**config.mk**
```make
export PLATFORM = sky130hd
export DESIGN_NAME = if_stage
export DESIGN_NICKNAME = d
export VERILOG_FILES = /design/src/rtl/if_stage.sv
export SDC_FILE = /design/constraint.sdc
export NUM_CORES = 1
export LEC_CHECK = 0
export CORE_MARGIN = 2
export CORE_UTILIZATION = 35
export DETAILED_ROUTE_END_ITERATION = 8
export SYNTH_ARGS = -nofsm -noshare
export SYNTH_HDL_FRONTEND = slang
export SYNTH_SLANG_ARGS = --single-unit
```
**constraint.sdc**
```tcl
create_clock -name clk -period 2.8 [get_ports clk]
set_input_delay 0.28 -clock clk [delete_from_list [all_inputs] [get_ports clk]]
set_output_delay 0.28 -clock clk [all_outputs]
set_load 0.02 [all_outputs]
```
**src/rtl/if_stage.sv**
```systemverilog
// Instruction-fetch stage: owns the PC, issues instruction-memory requests and loads the IF/ID register.
// Optional performance counters are compiled in when IF_PERF_CNT_EN is defined.
module if_stage #(
  parameter logic [31:0] RESET_PC = 32'h0000_0000,
  parameter logic [31:0] NOP_INST = 32'h0000_0013
) (
  input  logic        clk,
  input  logic        rst,
  input  logic        stall_flag,
  input  logic        ex_redirect,
  input  logic [31:0] ex_redirect_pc,
  output logic        imem_req,
  output logic [31:0] imem_addr,
  input  logic        imem_ready,
  input  logic [31:0] imem_rdata,
  output logic [31:0] if_inst,
  output logic [31:0] id_inst,
  output logic [31:0] id_pc,
  output logic        id_valid
`ifdef IF_PERF_CNT_EN
  ,
  output logic [31:0] if_stall_cnt,
  output logic [31:0] if_wait_cnt,
  output logic [31:0] if_flush_cnt
`endif
);

  typedef enum logic {
    FETCH   = 1'b0,
    DISCARD = 1'b1
  } state_t;

  state_t      state, state_nxt;
  logic [31:0] pc, pc_nxt;
  logic [31:0] saved_pc, saved_pc_nxt;
  logic [31:0] id_inst_nxt, id_pc_nxt;
  logic        id_valid_nxt;

  assign imem_req  = !rst;
  assign imem_addr = pc;
  // A word arriving for a fetch that is being thrown away must not trigger a hazard stall.
  assign if_inst   = (state == FETCH && imem_ready) ? imem_rdata : NOP_INST;

  always_comb begin
    // NOTE: every output gets a default first, so no path can infer a latch.
    state_nxt    = state;
    pc_nxt       = pc;
    saved_pc_nxt = saved_pc;
    id_inst_nxt  = NOP_INST;
    id_pc_nxt    = id_pc;
    id_valid_nxt = 1'b0;

    if (ex_redirect) begin
      if (state == DISCARD) begin
        saved_pc_nxt = ex_redirect_pc;
      end else if (imem_ready) begin
        pc_nxt = ex_redirect_pc;
      end else begin
        // Keep the outstanding address on the bus until memory answers, then jump.
        saved_pc_nxt = ex_redirect_pc;
        state_nxt    = DISCARD;
      end
    end else if (state == DISCARD) begin
      if (imem_ready) begin
        pc_nxt    = saved_pc;
        state_nxt = FETCH;
      end
    end else if (imem_ready && !stall_flag) begin
      id_inst_nxt  = imem_rdata;
      id_pc_nxt    = pc;
      id_valid_nxt = 1'b1;
      pc_nxt       = pc + 32'd4;
    end
  end

  // NOTE: sequential state uses non-blocking assignments only.
  always_ff @(posedge clk) begin
    if (rst) begin
      state    <= FETCH;
      pc       <= RESET_PC;
      saved_pc <= RESET_PC;
      id_inst  <= NOP_INST;
      id_pc    <= 32'h0000_0000;
      id_valid <= 1'b0;
    end else begin
      state    <= state_nxt;
      pc       <= pc_nxt;
      saved_pc <= saved_pc_nxt;
      id_inst  <= id_inst_nxt;
      id_pc    <= id_pc_nxt;
      id_valid <= id_valid_nxt;
    end
  end

`ifdef IF_PERF_CNT_EN
  always_ff @(posedge clk) begin
    if (rst) begin
      if_stall_cnt <= 32'h0;
      if_wait_cnt  <= 32'h0;
      if_flush_cnt <= 32'h0;
    end else begin
      if (state == FETCH && imem_ready && stall_flag && !ex_redirect)
        if_stall_cnt <= if_stall_cnt + 32'd1;
      if (imem_req && !imem_ready)
        if_wait_cnt <= if_wait_cnt + 32'd1;
      if (ex_redirect)
        if_flush_cnt <= if_flush_cnt + 32'd1;
    end
  end
`endif

endmodule
```
==> metrics.yaml <==
placement:
  dp_hpwl_um: 14400
  dp.cells: 1119
  place_congestion: 0.932
  io_buffers: 198
  place_area_um2: 8070
drt:
  drc: 0
  vias: 5933
  ant_nets: 0
  drt-vias-per-instance: 5.16
  wl_per_cell_um: 17.1
  drtIter0Drc: 477
  drt_pre_antenna_iters: 5
  drt-total-wl_um: 19600
worst_setup_path:
  crit_chain: "nor2b_2 -> buf_12 -> and2_1 -> clkdlybuf4s50_1"
  worstPathArrival_ns: 2.12
  critPathSlowestCell: "clkdlybuf4s50_1"
  r2r_slack_ns: 0.54
  cp-start-kind: "register"
  cpLargestDelayFamily: "buffers and inverters"
  cpPeakStageDelay_ns: 0.62
  path_max_fanout: 32
  worst_ep_required_time_ns: 2.52
  critPathKind: "reg2out"
  end_kind: "output port"
  critPathBufInv: 2
global_routing:
  grt_max_degree: 54
  grt_pass1_wl_um: 31100
  antenna_found_initial: 0
  grt.overflow.total: 0
  grt_pass1_vias: 5583
  grt_usage_pct: 22.3
clocking:
  h-tree-depth: 4
  clk_pin_slew_ns: 0.06
  cts_hold_buffers: 0
  clockBufferDepth: 2
  numCtsBuffers: 17
  clk_latency_ns: 0.41
  cts_resized: 0
  clk_root_buffer_cell: "clkbuf_16"
  cts_sinks: 130
  cts_setup_buffers: 0
  cts_tree: "done"
cells_and_area:
  n_antenna_cell: 0
  final_area_um2: 8670
  area_growth_pct: 50.6
  nets: 992
  instances_no_fill: 1150
  drive_above_1_share_pct: 8.35
synth:
  yosysUniqueCellTypes: 58
  synth_nets: 798
  ys.flop_type: "dfxtp_1"
  synthTopCellsByArea: "dfxtp_1 (45%), nand2_1 (11%), a21oi_1 (8.0%)"
  ys_seq_elements: 130
  synth_area_um2: 5760
  synth_top_area_share_pct: 45.2
  synth_top_area_cell: "dfxtp_1"
  ys_seq_area_share_pct: 45.2
  synth-async-reset-ratio_pct: 0
  synthCells: 728
  synth_edf_count: 0
  ys_warn_count: 0
  syn_area_per_cell_um2: 7.91
die:
  die_h_um: 132
  start_util_pct: 36.0
  core_area_um2: 16000
  die_area_um2: 17500
  dieWidth_um: 132
  num_io_pins: 199
  rows: 46
sta:
  timing.slew.headroom_pct: 52.7
  clock.fmax_ghz: 0.417
  drv_slew: 0
  setup_tns_ns: 0
  period_share_pct: 85.7
  worstMarginPinSlew_ns: 0.704
  min_period_ns: 2.40
  rsz0062_at_grt: "false"
  hold_viol_final: 0
  setup_viol: 0
  skew_ns: 0.00504
power_and_ir_drop:
  peakVddDrop_mv: 0.447
  powerDensity_nw_per_um2: 584
  p_total_mw: 5.06
  power.leakage_nw: 3.13
status:
  status: "finished clean"
run:
  maxCapViolCount: 0
min_path:
  min_path_type: "in2reg"
[power by group]
part	internal (mW)	leakage [nW]	switching, mW
combinational	0.357	1.76	0.407
clock	1.50	0.306	0.784
sequential	1.93	1.06	0.0921
total	3.78	3.13	1.28
[synthesized netlist by cell type (all sizes together), types with 3 or more instances]
cell    instances
o21ai          35
clkbuf         49
o21a            3
mux2            3
dfxtp         130
and2           59
a221oi          4
nand2         173
xor2            3
nor3           11
buf             5
a31oi           9
nor2           23
inv             8
nand3          18
and3            7
xnor2           5
or3             6
mux2i          11
nand4          13
nor4            7
o211ai          9
nand2b          9
a21oi          92
[final timing paths]
kind                            cells past startpoint         start            end
worst max-delay path                                4         state    if_inst[30]
worst min register to register                      2   saved_pc[0]    saved_pc[0]
worst max register to register                      6  imem_addr[2]  imem_addr[20]
worst min-delay path                                2           rst  imem_addr[29]
[final cells by class]
class,count,area (um2)
Clock buffer,19,443
Multi-Input combinational cell,536,2930
Timing Repair Buffer,229,2230
Inverter,8,30.0
Clock inverter,12,164
Sequential cell,130,2600
Fill cell,1508,7330
Tap cell,216,270
[metal layers]
layer | vias up | part of all wire [%] | track usage (%)
met1 | 2774 | 44 | 30.0
met4 | 0 | 1.6 | 7.11
li1 | 2896 | - | -
met2 | 238 | 47 | 35.2
met3 | 25 | 7.6 | 5.50
met5 | - | 0 | 0
[cells by family (layout without fill, tap and decap cells)]
group / count (synthesis) / count (layout) / share of synthesized area [%]
buffers and inverters: 62 / 268 / 4.11
and+or+nand+nor: 339 / 339 / 29.0
adders and majority gates: 2 / 2 / 0.391
DFF: 130 / 130 / 45.2
AOI/OAI and AO/OA: 173 / 173 / 17.6
xor gates and xnor gates: 8 / 8 / 1.22
muxes: 14 / 14 / 2.50
[flip-flops by register name, summed over array words and instances (netlist names)]
signal     flops
id_inst       32
id_pc         32
imem_addr     32
saved_pc      32
id_valid       1
state          1
[cells in the final DEF, fill, tap and decap left out, types with 10 or more instances in the layout]
| cell type | count |
|---|---|
| mux2i_1 | 11 |
| clkdlybuf4s50_1 | 197 |
| nand3_1 | 18 |
| clkbuf_16 | 17 |
| nor3_1 | 10 |
| buf_4 | 29 |
| nand2_1 | 173 |
| dfxtp_1 | 130 |
| nand4_1 | 11 |
| nor2_1 | 22 |
| and2_1 | 59 |
| a21oi_1 | 92 |
| o21ai_0 | 35 |
[per-stage QoR]
stage | hold WS [ns] | setup WS [ns] | utilization (%)
after floorplan | 0.384 | 0.886 | -
after global placement | 0.442 | 0.363 | 50.4
after detailed placement | 0.445 | 0.337 | 50.4
after CTS | 0.182 | 0.367 | 54.2
after global routing | 0.218 | 0.274 | 54.2
final | 0.189 | 0.401 | 54.2
Power figures use the tool's default switching activity.
